`config.mk`:
```
export PLATFORM = sky130hd
export DESIGN_NAME = uart_mmio
export DESIGN_NICKNAME = d
export VERILOG_FILES = /design/src/rtl/uart_mmio_pkg.sv /design/src/rtl/uart_mmio_sync_fifo.sv /design/src/rtl/uart_mmio.sv
export SDC_FILE = /design/constraint.sdc
export NUM_CORES = 1
export LEC_CHECK = 0
export BUFFER_PORTS_ARGS = -buffer_cell sky130_fd_sc_hd__buf_2
export CAP_MARGIN = 5
export CORE_MARGIN = 5
export CORE_UTILIZATION = 50
export CTS_CLUSTER_SIZE = 28
export DETAILED_ROUTE_END_ITERATION = 8
export PLACE_DENSITY_LB_ADDON = 0.3
export SLEW_MARGIN = 20
export SYNTH_ARGS = -nofsm -noshare
export SYNTH_HDL_FRONTEND = slang
export SYNTH_SLANG_ARGS = --single-unit
```
`constraint.sdc`:
```
create_clock -name clk_i -period 3.35 [get_ports clk_i]
set_clock_uncertainty 0.2 [all_clocks]
set_input_delay 0.67 -clock clk_i [delete_from_list [all_inputs] [get_ports clk_i]]
set_output_delay 0.67 -clock clk_i [all_outputs]
set_load 0.02 [all_outputs]
```
`src/rtl/uart_mmio_pkg.sv`:
```
// Shared register offsets, STATUS bit positions and FSM encodings for uart_mmio.
// Also holds the divisor clamp helper used by the register decode.
package uart_mmio_pkg;

  localparam logic [1:0] OFF_TXDATA  = 2'd0;
  localparam logic [1:0] OFF_RXDATA  = 2'd1;
  localparam logic [1:0] OFF_STATUS  = 2'd2;
  localparam logic [1:0] OFF_DIVISOR = 2'd3;

  localparam int ST_TX_FULL  = 0;
  localparam int ST_TX_EMPTY = 1;
  localparam int ST_TX_BUSY  = 2;
  localparam int ST_RX_VALID = 3;
  localparam int ST_TX_OVF   = 4;
  localparam int ST_RX_OVR   = 5;
  localparam int ST_RX_FERR  = 6;

  localparam logic [15:0] DIV_MIN = 16'd4;

  typedef enum logic [1:0] {TX_IDLE, TX_START, TX_DATA, TX_STOP} tx_state_e;
  // RX_BREAK holds off re-arming after a framing error until the line idles high.
  typedef enum logic [2:0] {RX_IDLE, RX_START, RX_DATA, RX_STOP, RX_BREAK} rx_state_e;

  function automatic logic [15:0] clamp_div(input logic [15:0] v);
    return (v < DIV_MIN) ? DIV_MIN : v;
  endfunction

endpackage

```
`src/rtl/uart_mmio_sync_fifo.sv`:
```
// Single-clock FIFO with count-based full/empty; pushes while full are dropped.
module sync_fifo #(
  parameter int WIDTH = 8,
  parameter int DEPTH = 8
) (
  input  logic             clk_i,
  input  logic             rst_ni,
  input  logic             push_i,
  input  logic [WIDTH-1:0] data_i,
  input  logic             pop_i,
  output logic [WIDTH-1:0] data_o,
  output logic             full_o,
  output logic             empty_o
);
  localparam int AW = $clog2(DEPTH);

  logic [WIDTH-1:0] mem_q [DEPTH];
  logic [AW-1:0]    wptr_q, rptr_q;
  logic [AW:0]      count_q;
  logic             do_push_s, do_pop_s;

  assign full_o    = (count_q == (AW+1)'(DEPTH));
  assign empty_o   = (count_q == '0);
  assign do_push_s = push_i & ~full_o;
  assign do_pop_s  = pop_i & ~empty_o;
  assign data_o    = mem_q[rptr_q];

  always_ff @(posedge clk_i or negedge rst_ni) begin
    if (!rst_ni) begin
      wptr_q  <= '0;
      rptr_q  <= '0;
      count_q <= '0;
    end else begin
      if (do_push_s) wptr_q <= wptr_q + AW'(1);
      if (do_pop_s)  rptr_q <= rptr_q + AW'(1);
      count_q <= count_q + (AW+1)'(do_push_s) - (AW+1)'(do_pop_s);
    end
  end

  always_ff @(posedge clk_i) begin
    if (do_push_s) mem_q[wptr_q] <= data_i;
  end

endmodule

```
`src/rtl/uart_mmio.sv`:
```
// Memory-mapped 8N1 UART: TX FIFO + transmit FSM, synchronised receive FSM with
// a one-byte holding register, sticky error flags and a programmable divisor.
module uart_mmio
  import uart_mmio_pkg::*;
#(
  parameter logic [31:0] BASE_ADDR   = 32'h1FD0_0000,
  parameter int          DIVISOR_RST = 868,
  parameter int          FIFO_DEPTH  = 8
) (
  input  logic        clk_i,
  input  logic        rst_ni,
  input  logic        ce_i,
  input  logic        we_i,
  input  logic [31:0] addr_i,
  input  logic [31:0] wdata_i,
  output logic [31:0] rdata_o,
  input  logic        rxd_i,
  output logic        txd_o,
  output logic        irq_o
);
  logic        hit_s, wr_s, rd_s, tx_push_s, rx_pop_s, stat_clr_s, div_wr_s;
  logic [1:0]  off_s;
  logic [7:0]  fifo_data_s;
  logic        fifo_full_s, fifo_empty_s, tx_pop_s;
  logic [6:0]  status_s;
  logic        unused_s;

  tx_state_e   tx_state_q;
  logic [15:0] tx_cnt_q;
  logic [2:0]  tx_bit_q;
  logic [7:0]  tx_shift_q;
  logic        txd_q;

  logic [1:0]  rx_sync_q;
  logic        rx_s, rx_done_s, rx_load_s, rx_ferr_evt_s;
  rx_state_e   rx_state_q;
  logic [15:0] rx_cnt_q;
  logic [2:0]  rx_bit_q;
  logic [7:0]  rx_shift_q;

  logic        rx_valid_q, rx_valid_d, tx_ovf_q, tx_ovf_d;
  logic        rx_ovr_q, rx_ovr_d, rx_ferr_q, rx_ferr_d;
  logic [7:0]  rx_byte_q, rx_byte_d;
  logic [15:0] div_q, div_d;

  assign hit_s      = ce_i & (addr_i[31:4] == BASE_ADDR[31:4]);
  assign off_s      = addr_i[3:2];
  assign wr_s       = hit_s & we_i;
  assign rd_s       = hit_s & ~we_i;
  assign tx_push_s  = wr_s & (off_s == OFF_TXDATA);
  assign rx_pop_s   = rd_s & (off_s == OFF_RXDATA);
  assign stat_clr_s = wr_s & (off_s == OFF_STATUS);
  assign div_wr_s   = wr_s & (off_s == OFF_DIVISOR);
  assign unused_s   = ^{addr_i[1:0], wdata_i[31:16], BASE_ADDR[3:0]};

  sync_fifo #(.WIDTH(8), .DEPTH(FIFO_DEPTH)) u_txfifo (
    .clk_i  (clk_i),
    .rst_ni (rst_ni),
    .push_i (tx_push_s),
    .data_i (wdata_i[7:0]),
    .pop_i  (tx_pop_s),
    .data_o (fifo_data_s),
    .full_o (fifo_full_s),
    .empty_o(fifo_empty_s)
  );

  // A pop happens from IDLE, or at the last STOP cycle so frames run back-to-back.
  assign tx_pop_s = ~fifo_empty_s &
                    ((tx_state_q == TX_IDLE) | ((tx_state_q == TX_STOP) & (tx_cnt_q == 16'd0)));

  always_ff @(posedge clk_i or negedge rst_ni) begin
    if (!rst_ni) begin
      tx_state_q <= TX_IDLE;
      tx_cnt_q   <= 16'd0;
      tx_bit_q   <= 3'd0;
      tx_shift_q <= 8'd0;
      txd_q      <= 1'b1;
    end else if (tx_pop_s) begin
      tx_state_q <= TX_START;
      tx_cnt_q   <= div_q - 16'd1;
      tx_shift_q <= fifo_data_s;
      txd_q      <= 1'b0;
    end else begin
      case (tx_state_q)
        TX_IDLE: txd_q <= 1'b1;
        TX_START, TX_DATA, TX_STOP: begin
          if (tx_cnt_q != 16'd0) begin
            tx_cnt_q <= tx_cnt_q - 16'd1;
          end else if (tx_state_q == TX_START) begin
            tx_state_q <= TX_DATA;
            tx_cnt_q   <= div_q - 16'd1;
            tx_bit_q   <= 3'd0;
            txd_q      <= tx_shift_q[0];
          end else if (tx_state_q == TX_DATA) begin
            tx_cnt_q   <= div_q - 16'd1;
            tx_shift_q <= {1'b0, tx_shift_q[7:1]};
            tx_bit_q   <= tx_bit_q + 3'd1;
            if (tx_bit_q == 3'd7) begin
              tx_state_q <= TX_STOP;
              txd_q      <= 1'b1;
            end else begin
              txd_q      <= tx_shift_q[1];
            end
          end else begin
            tx_state_q <= TX_IDLE;
            txd_q      <= 1'b1;
          end
        end
        default: begin
          tx_state_q <= TX_IDLE;
          txd_q      <= 1'b1;
        end
      endcase
    end
  end

  assign rx_s          = rx_sync_q[1];
  assign rx_done_s     = (rx_state_q == RX_STOP) & (rx_cnt_q == 16'd0);
  assign rx_load_s     = rx_done_s & rx_s;
  assign rx_ferr_evt_s = rx_done_s & ~rx_s;

  always_ff @(posedge clk_i or negedge rst_ni) begin
    if (!rst_ni) begin
      rx_sync_q  <= 2'b11;
      rx_state_q <= RX_IDLE;
      rx_cnt_q   <= 16'd0;
      rx_bit_q   <= 3'd0;
      rx_shift_q <= 8'd0;
    end else begin
      rx_sync_q <= {rx_sync_q[0], rxd_i};
      case (rx_state_q)
        RX_IDLE: if (!rx_s) begin
          rx_state_q <= RX_START;
          rx_cnt_q   <= {1'b0, div_q[15:1]} - 16'd1;
        end
        RX_START, RX_DATA, RX_STOP: begin
          if (rx_cnt_q != 16'd0) begin
            rx_cnt_q <= rx_cnt_q - 16'd1;
          end else if (rx_state_q == RX_START) begin
            rx_state_q <= rx_s ? RX_IDLE : RX_DATA;
            rx_cnt_q   <= div_q - 16'd1;
            rx_bit_q   <= 3'd0;
          end else if (rx_state_q == RX_DATA) begin
            rx_shift_q <= {rx_s, rx_shift_q[7:1]};
            rx_cnt_q   <= div_q - 16'd1;
            rx_bit_q   <= rx_bit_q + 3'd1;
            if (rx_bit_q == 3'd7) rx_state_q <= RX_STOP;
          end else begin
            rx_state_q <= rx_s ? RX_IDLE : RX_BREAK;
          end
        end
        RX_BREAK: if (rx_s) rx_state_q <= RX_IDLE;
        default: rx_state_q <= RX_IDLE;
      endcase
    end
  end

  // Set events take priority over software clears of the sticky flags.
  always_comb begin
    rx_valid_d = rx_valid_q;
    rx_byte_d  = rx_byte_q;
    if (rx_load_s) begin
      rx_valid_d = 1'b1;
      rx_byte_d  = rx_shift_q;
    end else if (rx_pop_s) begin
      rx_valid_d = 1'b0;
    end else begin
      rx_valid_d = rx_valid_q;
    end
    tx_ovf_d  = (tx_ovf_q  & ~(stat_clr_s & wdata_i[ST_TX_OVF]))  | (tx_push_s & fifo_full_s);
    rx_ovr_d  = (rx_ovr_q  & ~(stat_clr_s & wdata_i[ST_RX_OVR]))  | (rx_load_s & rx_valid_q & ~rx_pop_s);
    rx_ferr_d = (rx_ferr_q & ~(stat_clr_s & wdata_i[ST_RX_FERR])) | rx_ferr_evt_s;
    div_d     = div_wr_s ? clamp_div(wdata_i[15:0]) : div_q;
  end

  always_ff @(posedge clk_i or negedge rst_ni) begin
    if (!rst_ni) begin
      rx_valid_q <= 1'b0;
      rx_byte_q  <= 8'd0;
      tx_ovf_q   <= 1'b0;
      rx_ovr_q   <= 1'b0;
      rx_ferr_q  <= 1'b0;
      div_q      <= 16'(DIVISOR_RST);
    end else begin
      rx_valid_q <= rx_valid_d;
      rx_byte_q  <= rx_byte_d;
      tx_ovf_q   <= tx_ovf_d;
      rx_ovr_q   <= rx_ovr_d;
      rx_ferr_q  <= rx_ferr_d;
      div_q      <= div_d;
    end
  end

  always_comb begin
    status_s              = 7'd0;
    status_s[ST_TX_FULL]  = fifo_full_s;
    status_s[ST_TX_EMPTY] = fifo_empty_s;
    status_s[ST_TX_BUSY]  = (tx_state_q != TX_IDLE);
    status_s[ST_RX_VALID] = rx_valid_q;
    status_s[ST_TX_OVF]   = tx_ovf_q;
    status_s[ST_RX_OVR]   = rx_ovr_q;
    status_s[ST_RX_FERR]  = rx_ferr_q;
  end

  always_comb begin
    rdata_o = 32'd0;
    if (hit_s) begin
      case (off_s)
        OFF_RXDATA:  rdata_o = {rx_valid_q, 23'd0, rx_byte_q};
        OFF_STATUS:  rdata_o = {25'd0, status_s};
        OFF_DIVISOR: rdata_o = {16'd0, div_q};
        default:     rdata_o = 32'd0;
      endcase
    end else begin
      rdata_o = 32'd0;
    end
  end

  assign txd_o = txd_q;
  assign irq_o = rx_valid_q;

endmodule
```
==> impl_metrics.yaml, run 1 <==
synth:
  syn-mean-instance-area_um2: 11.05
  synth_top_area_share: 0.2599
  ys.flop_type: "dfrtp_1"
  yosysSeqAreaShare: 0.5005
  synth_warnings: 0
  syn_inst: 802
  synth-edff-count: 64
  synthDistinctLibCells: 76
  netlist_area_mm2: 0.008860
  yosysTopAreaCell: "dfrtp_1"
  async_flop_share: 0.6098
  yosys-top-cells-area: "dfrtp_1 26%, edfxtp_1 22%, mux2_2 5.1%"
  ys_ff_latch: 164
placed_design:
  dpl_worst_slack_ps: 21.16
  place_congestion: 0.8695
  place_inst: 1087
  port_buffers: 69
  dp_hpwl_um: 14780
timing:
  min_period_ps: 3270
  rsz0062_at_grt: "true"
  timing_worst_slew_pin_value_ps: 809.9
  slew_violations: 0
  tns_ps: 0
  fin_ws_ps: 79.52
  clock.fmax_mhz: 305.8
  hold_viol: 0
  slew_headroom: 0.4601
  setup_viol: 0
  whs_ps: 34.74
  fin_crit_sh: 0.9763
drt:
  drt_pre_antenna_iters: 5
  drt-initial-drc-count: 589
  remaining_drc_errors: 0
  vias: 6582
  routed_wl_um: 20450
  avgRoutedWirePerCell_um: 18.26
  antenna_left: 0
  post_drt_via_cell_ratio: 5.877
critical_path:
  cp_cell_sequence: "buf_2, or4b_1, or4_1, buf_4, nor2_1, buf_2"
  cp_slowest_stage_delay_ps: 590
  crit_type: "primary input to output pin"
  worstRegToRegCells: 7
  required_ps: 2480
  critical_path_arrival_ps: 2400
  critPathBufInv: 3
  r2r_end: "tx_cnt_q[11]"
  endpoint_kind: "output pin"
  reg2reg_slack_ps: 120
  cpMaxStageDelayCell: "or4_1"
  r2r_start: "tx_cnt_q[13]"
  critPathMostFrequentCell: "buf_2"
  critPathLaunchType: "primary input"
  cp_top_family: "simple AND/OR/NAND/NOR gates"
  critPathLaunch: "addr_i[19]"
  worstPathMaxFanout: 8
power:
  power_density_mw_per_mm2: 497.4
  p_sw_uw: 1431
  sw_frac_of_total: 0.2835
  clockPowerShare: 0.383
  p_leak_uw: 0.004212
  p_int_uw: 3617
  pwr-share-seq: 0.482
  pwr-share-comb: 0.135
  max-vdd-ir-drop_mv: 0.3539
hold_path:
  min_path_type: "primary input to asynchronous set/reset pin"
cts:
  clkTransAtPathRegs_ps: 70
  clk_path_buf_depth: 2
  cts.sinks: 164
  htreeDepth: 4
  cts_made_buffers: 17
  cts_tree: "yes"
  clock-root-buffer: "clkbuf_16"
  ctsHoldBuffers: 0
  clkLatencyLatePin_ps: 440
global_routing:
  grt_pass1_wl_um: 33980
  grt_overflow: 0
  grt_usage: 0.2118
  grt_pass1_vias: 6540
  antenna_found_initial: 0
  grt_max_degree: 42
die:
  die_x_um: 143.1
  initial_core_util: 0.5105
  row_count: 48
  coreArea_mm2: 0.01736
  fp.dieH_um: 143.1
  die-area_mm2: 0.02048
  io_pins: 103
outcome:
  outcome: "complete, no violations"
finish:
  stdcell_count: 1120
  syn_to_final_growth_pct: 14.56
  antenna_cells: 0
  drive_gt1_frac: 0.2581
  fin_nets: 976
  nFillCells: 1444
run:
  maxCapViolCount: 0
[routing by layer]
layer	global-route usage	routed length [um]
met1	0.3014	9217
met2	0.3239	9295
met3	0.05291	1581
met4	0.06153	353
met5	0	0
[kinds of logic after synthesis]
| kind of cell | count (synthesis) | share of synthesized area |
|---|---|---|
| multiplexers | 67 | 0.1039 |
| adder cells (fa/ha/maj) | 25 | 0.03615 |
| XOR/XNOR | 31 | 0.03065 |
| flip-flops | 164 | 0.5005 |
| AND/OR/NAND/NOR | 276 | 0.1610 |
| buffers and inverters | 85 | 0.04717 |
| other | 1 | 0.0004233 |
| AO/OA/AOI/OAI | 153 | 0.1202 |
[Yosys cell counts (all sizes together), types with 15 or more instances]
cell / number
inv: 26
nand3: 15
mux2: 40
nor3: 32
edfxtp: 64
ha: 24
mux4: 16
buf: 27
nor2: 62
o21ai: 41
nand2: 75
dfrtp: 92
a21oi: 26
xor2: 16
xnor2: 15
clkbuf: 32
nor4: 22
[sequential cells by signal (all words and copies together) (netlist names), 2 cells and up]
| register | count |
|---|---|
| div_q | 16 |
| rx_bit_q | 3 |
| rx_byte_q | 8 |
| rx_cnt_q | 16 |
| rx_shift_q | 8 |
| rx_state_q | 3 |
| rx_sync_q | 2 |
| tx_bit_q | 3 |
| tx_cnt_q | 16 |
| tx_shift_q | 8 |
| tx_state_q | 2 |
| u_txfifo.count_q | 4 |
| u_txfifo.mem_q | 64 |
| u_txfifo.rptr_q | 3 |
| u_txfifo.wptr_q | 3 |
[worst max path at each step]
stage | end | slack (ps) | cells after the start
detailed placement | rdata_o[14] | 20 | 8
finish | rdata_o[1] | 80 | 6
floorplan | u_txfifo.mem_q[1][0] | 10 | 6
CTS | rdata_o[14] | 20 | 8
global route | rdata_o[14] | -5 | 8
global placement | rdata_o[14] | 50 | 8
[what timing repair did]
action | 4_1_cts | 5_1_grt
buffers inserted | 0 | 1
endpoints found under the setup margin | 0 | 9
gates resized for setup | 0 | 5
endpoints found under the hold margin | 0 | 0
[final cells by class]
type	instances	area, um^2	area share
clock inverter	14	160.2	0.01578
tap	225	281.5	0.02774
sequential	164	4434	0.4369
clock buffer	18	429.2	0.04228
multi-input combinational	567	4109	0.4048
inverter	26	97.59	0.009615
timing repair buffer	106	638.1	0.06287
[power groups by stage]
stage	Combinational (uW)	Clock [uW]	Sequential, uW
after global routing	752	2080	2460
final	680	1940	2430
after detailed placement	676	0	2460
after floorplan	512	0	2400
after global placement	661	0	2460
after CTS	675	1970	2430
[per-stage QoR]
step / total power [uW] / util / area, um^2
final: 5049 / 0.5848 / 10150
after global routing: 5285 / 0.5848 / 10150
after CTS: 5073 / 0.5825 / 10110
after detailed placement: 3136 / 0.5485 / 9520
after global placement: 3119 / 0.5485 / 9520
after floorplan: 2917 / - / 8922
[cells in the final DEF, fill, tap and decap left out, types with 6 or more instances in the layout]
cell type / netlist / layout
dfrtp_1: 92 / 92
nand2_1: 75 / 75
buf_2: 3 / 68
edfxtp_1: 64 / 64
nor2_1: 62 / 62
mux2_2: 40 / 40
buf_4: 17 / 37
o21ai_0: 36 / 36
nor3_1: 32 / 30
inv_1: 26 / 26
a21oi_1: 25 / 23
ha_1: 24 / 23
clkbuf_16: 0 / 17
nor4_1: 19 / 16
xor2_1: 16 / 16
mux4_2: 16 / 16
nand3_1: 15 / 15
xnor2_1: 15 / 15
conb_1: 1 / 15
nand4_1: 11 / 11
mux2i_1: 11 / 11
a22oi_1: 10 / 10
nand2b_1: 9 / 9
and2_1: 9 / 9
a31oi_1: 9 / 9
dfstp_2: 8 / 8
o221a_2: 7 / 7
or4_1: 6 / 6
a21o_1: 6 / 6
o31ai_1: 6 / 6
inv_6: 0 / 6
No activity file was read; power rests on OpenSTA's default activity.
==> inputs of run 2 (changes only) <==
- SYNTH_HIERARCHICAL: unset -> 1
==> run 2 against run 1 <==
Compared with the run above: total power is 8.0% higher; sequential share of layout area is 0.66 points lower; hold slack lost 16 ps; highest routed layer unchanged; global-route usage decreased by 0.28 points; maximum frequency is 0.31% higher; cell area is 1.5% higher; synthesized cell count is 2.0% higher; die area is 0.18% higher; critical endpoint is now rdata_o[10]; clock power shrank 3%; sequential cell count unchanged.
==> impl_metrics.yaml, run 2 <==
drt:
  remaining_drc_errors: 0
  vias: 6623
  antenna_left: 0
  avgRoutedWirePerCell_um: 17.81
  drt-initial-drc-count: 493
  post_drt_via_cell_ratio: 5.794
  routed_wl_um: 20360
  drt_pre_antenna_iters: 6
die:
  fp.dieH_um: 143.2
  initial_core_util: 0.5115
  die_x_um: 143.2
  die-area_mm2: 0.02052
  row_count: 48
  coreArea_mm2: 0.01736
  io_pins: 103
timing:
  rsz0062_at_grt: "false"
  clock.fmax_mhz: 306.7
  slew_headroom: 0.4236
  fin_ws_ps: 89.75
  fin_crit_sh: 0.9732
  setup_viol: 0
  timing_worst_slew_pin_value_ps: 864.5
  hold_viol: 0
  min_period_ps: 3260
  slew_violations: 0
synth:
  synth-edff-count: 64
  synth_warnings: 6
  synthAdderAreaFrac: 0.03467
  yosysTopAreaCell: "dfrtp_1"
  ys.flop_type: "dfrtp_1"
  synth_top_area_share: 0.2593
  yosys.area_share.simple: 0.1500
  synthDistinctLibCells: 73
  yosysSeqAreaShare: 0.4995
  synth_commonest_cells: "92 x dfrtp_1, 86 x nor2_1, 64 x edfxtp_1"
  synth_mux_area_frac: 0.1149
  synth_compound_area_frac: 0.1194
  synth_xor_area_frac: 0.03058
  yosys-top-cells-area: "dfrtp_1 26%, edfxtp_1 22%, mux2_2 4.9%"
  netlist_area_mm2: 0.008877
  async_flop_share: 0.6098
  syn_inst: 818
  syn-mean-instance-area_um2: 10.85
  synth.most_common_cell: "dfrtp_1"
  ys_ff_latch: 164
  synth_top_family_by_area: "simple AND/OR/NAND/NOR gates"
cts:
  htreeDepth: 4
  cts_made_buffers: 17
  clk_path_buf_depth: 2
  clkLatencyLatePin_ps: 430
  cts_tree: "yes"
  clkTransAtPathRegs_ps: 70
  clock-root-buffer: "clkbuf_16"
  cts.sinks: 164
critical_path:
  crit_type: "primary input to output pin"
  cp_cell_sequence: "buf_2, or4b_4, nor4_4, buf_4, nand2_4, nor2_4, buf_6, and2_4, buf_6"
  required_ps: 2480
  critical_path_arrival_ps: 2390
  critPathBufInv: 4
  cp_slowest_stage_delay_ps: 550
  worstPathMaxFanout: 8
  cpMaxStageDelayCell: "or4b_4"
  endpoint_kind: "output pin"
  critPathMostFrequentCell: "buf_6"
  critPathLaunchType: "primary input"
  cp_top_family: "simple AND/OR/NAND/NOR gates"
power:
  p_int_uw: 3818
  max-vdd-ir-drop_mv: 0.3340
  pwr-share-comb: 0.198
  p_leak_uw: 0.004308
  p_sw_uw: 1637
  pwr-share-seq: 0.457
  clockPowerShare: 0.345
  sw_frac_of_total: 0.3001
  power_density_mw_per_mm2: 529.4
finish:
  antenna_cells: 0
  multiInputGateArea_mm2: 0.004158
  final_cell_mix: "92 x dfrtp_1, 85 x nor2_1, 64 x edfxtp_1"
  syn_to_final_growth_pct: 16.08
  largest_reg_flops: 64
  largest_register: "u_txfifo/mem_q"
  fin_nets: 998
  fin_area_mm2: 0.01030
  final-seq-area_mm2: 0.004434
  nFillCells: 1426
  drive_gt1_frac: 0.2484
  final_common_cell: "dfrtp_1"
global_routing:
  grt_overflow: 0
  grt_pass1_wl_um: 33780
  grt_pass1_vias: 6622
  grt_max_degree: 63
  grt_usage: 0.2090
  antenna_found_initial: 0
placed_design:
  dp_hpwl_um: 14490
  dpl_worst_slack_ps: -212.3
  place_congestion: 0.8454
  placed_area_mm2: 0.009656
  port_buffers: 69
run:
  maxCapViolCount: 0
hold_path:
  min_path_type: "primary input to asynchronous set/reset pin"
outcome:
  outcome: "complete, no violations"
[run 2: worst paths after layout]
| kind | start | end | slack, ps | cells after the start |
|---|---|---|---|---|
| min | rst_ni | div_q[14] | 20 | 1 |
| min in group clk_i | rxd_i | rx_sync_q[0] | 140 | 1 |
| max reg2reg | tx_cnt_q[1] | u_txfifo/count_q[1] | 100 | 13 |
| max | addr_i[21] | rdata_o[10] | 90 | 9 |
| min reg2reg | rx_sync_q[0] | rx_sync_q[1] | 160 | 0 |
| max in group asynchronous | rst_ni | rx_sync_q[0] | 2170 | 2 |
[run 2: worst reg2reg max path: cells and delay by family, from the launching register on]
family	cells	cell delay, ps
adder cells (fa/ha/maj)	4	1040
flip-flops	1	380
AND/OR/NAND/NOR	3	1040
buffers and inverters	5	320
AO/OA/AOI/OAI	1	180
[run 2: cell type report]
| type | count | area share |
|---|---|---|
| Sequential cell | 164 | 0.4303 |
| Inverter | 30 | 0.01093 |
| Clock inverter | 14 | 0.01396 |
| Tap cell | 225 | 0.02732 |
| Clock buffer | 18 | 0.04165 |
| Multi-Input combinational cell | 578 | 0.4035 |
| Timing Repair Buffer | 114 | 0.07237 |
[run 2: repair_timing]
item,CTS,global route
setup endpoints to repair,16,10
resized for setup,5,17
buffers inserted,0,1
pin swaps,1,5
hold buffers,0,0
[run 2: power by group through the flow]
| stage | combinational [uW] | clock (uW) | sequential, uW |
|---|---|---|---|
| after floorplan | 841 | 0 | 2440 |
| after global placement | 1060 | 0 | 2520 |
| after detailed placement | 1080 | 0 | 2520 |
| after CTS | 1080 | 1920 | 2490 |
| after global routing | 1200 | 2010 | 2520 |
| final | 1080 | 1880 | 2490 |
[run 2: cells by family (layout without fill, tap and decap cells)]
logic type / count (synthesis) / in the layout
compound gates: 171 / 171
simple gates: 266 / 266
fa+ha+maj: 24 / 24
mux: 71 / 71
xor+xnor: 31 / 31
flops: 164 / 164
buf+inv: 90 / 176
other cells: 1 / 15
[run 2: routing by layer]
layer / vias up / part of all wire / GRT usage
met1: 3218 / 0.46 / 0.2931
met5: - / 0 / 0
met3: 20 / 0.057 / 0.04019
li1: 3167 / - / -
met2: 218 / 0.47 / 0.3358
met4: 0 / 0.014 / 0.05748
[run 2: through the flow]
stage | utilization | std cells | total power, uW | hold WS [ps] | setup TNS (ps)
floorplan | - | 832 | 3285 | 145.2 | -986.9
global placement | 0.5563 | 1110 | 3579 | 146.4 | -1092
detailed placement | 0.5563 | 1110 | 3601 | 147.2 | -1462
CTS | 0.5902 | 1142 | 5495 | 32.35 | 0
global route | 0.5937 | 1143 | 5733 | 51.26 | 0
finish | 0.5937 | 1143 | 5455 | 19.14 | 0
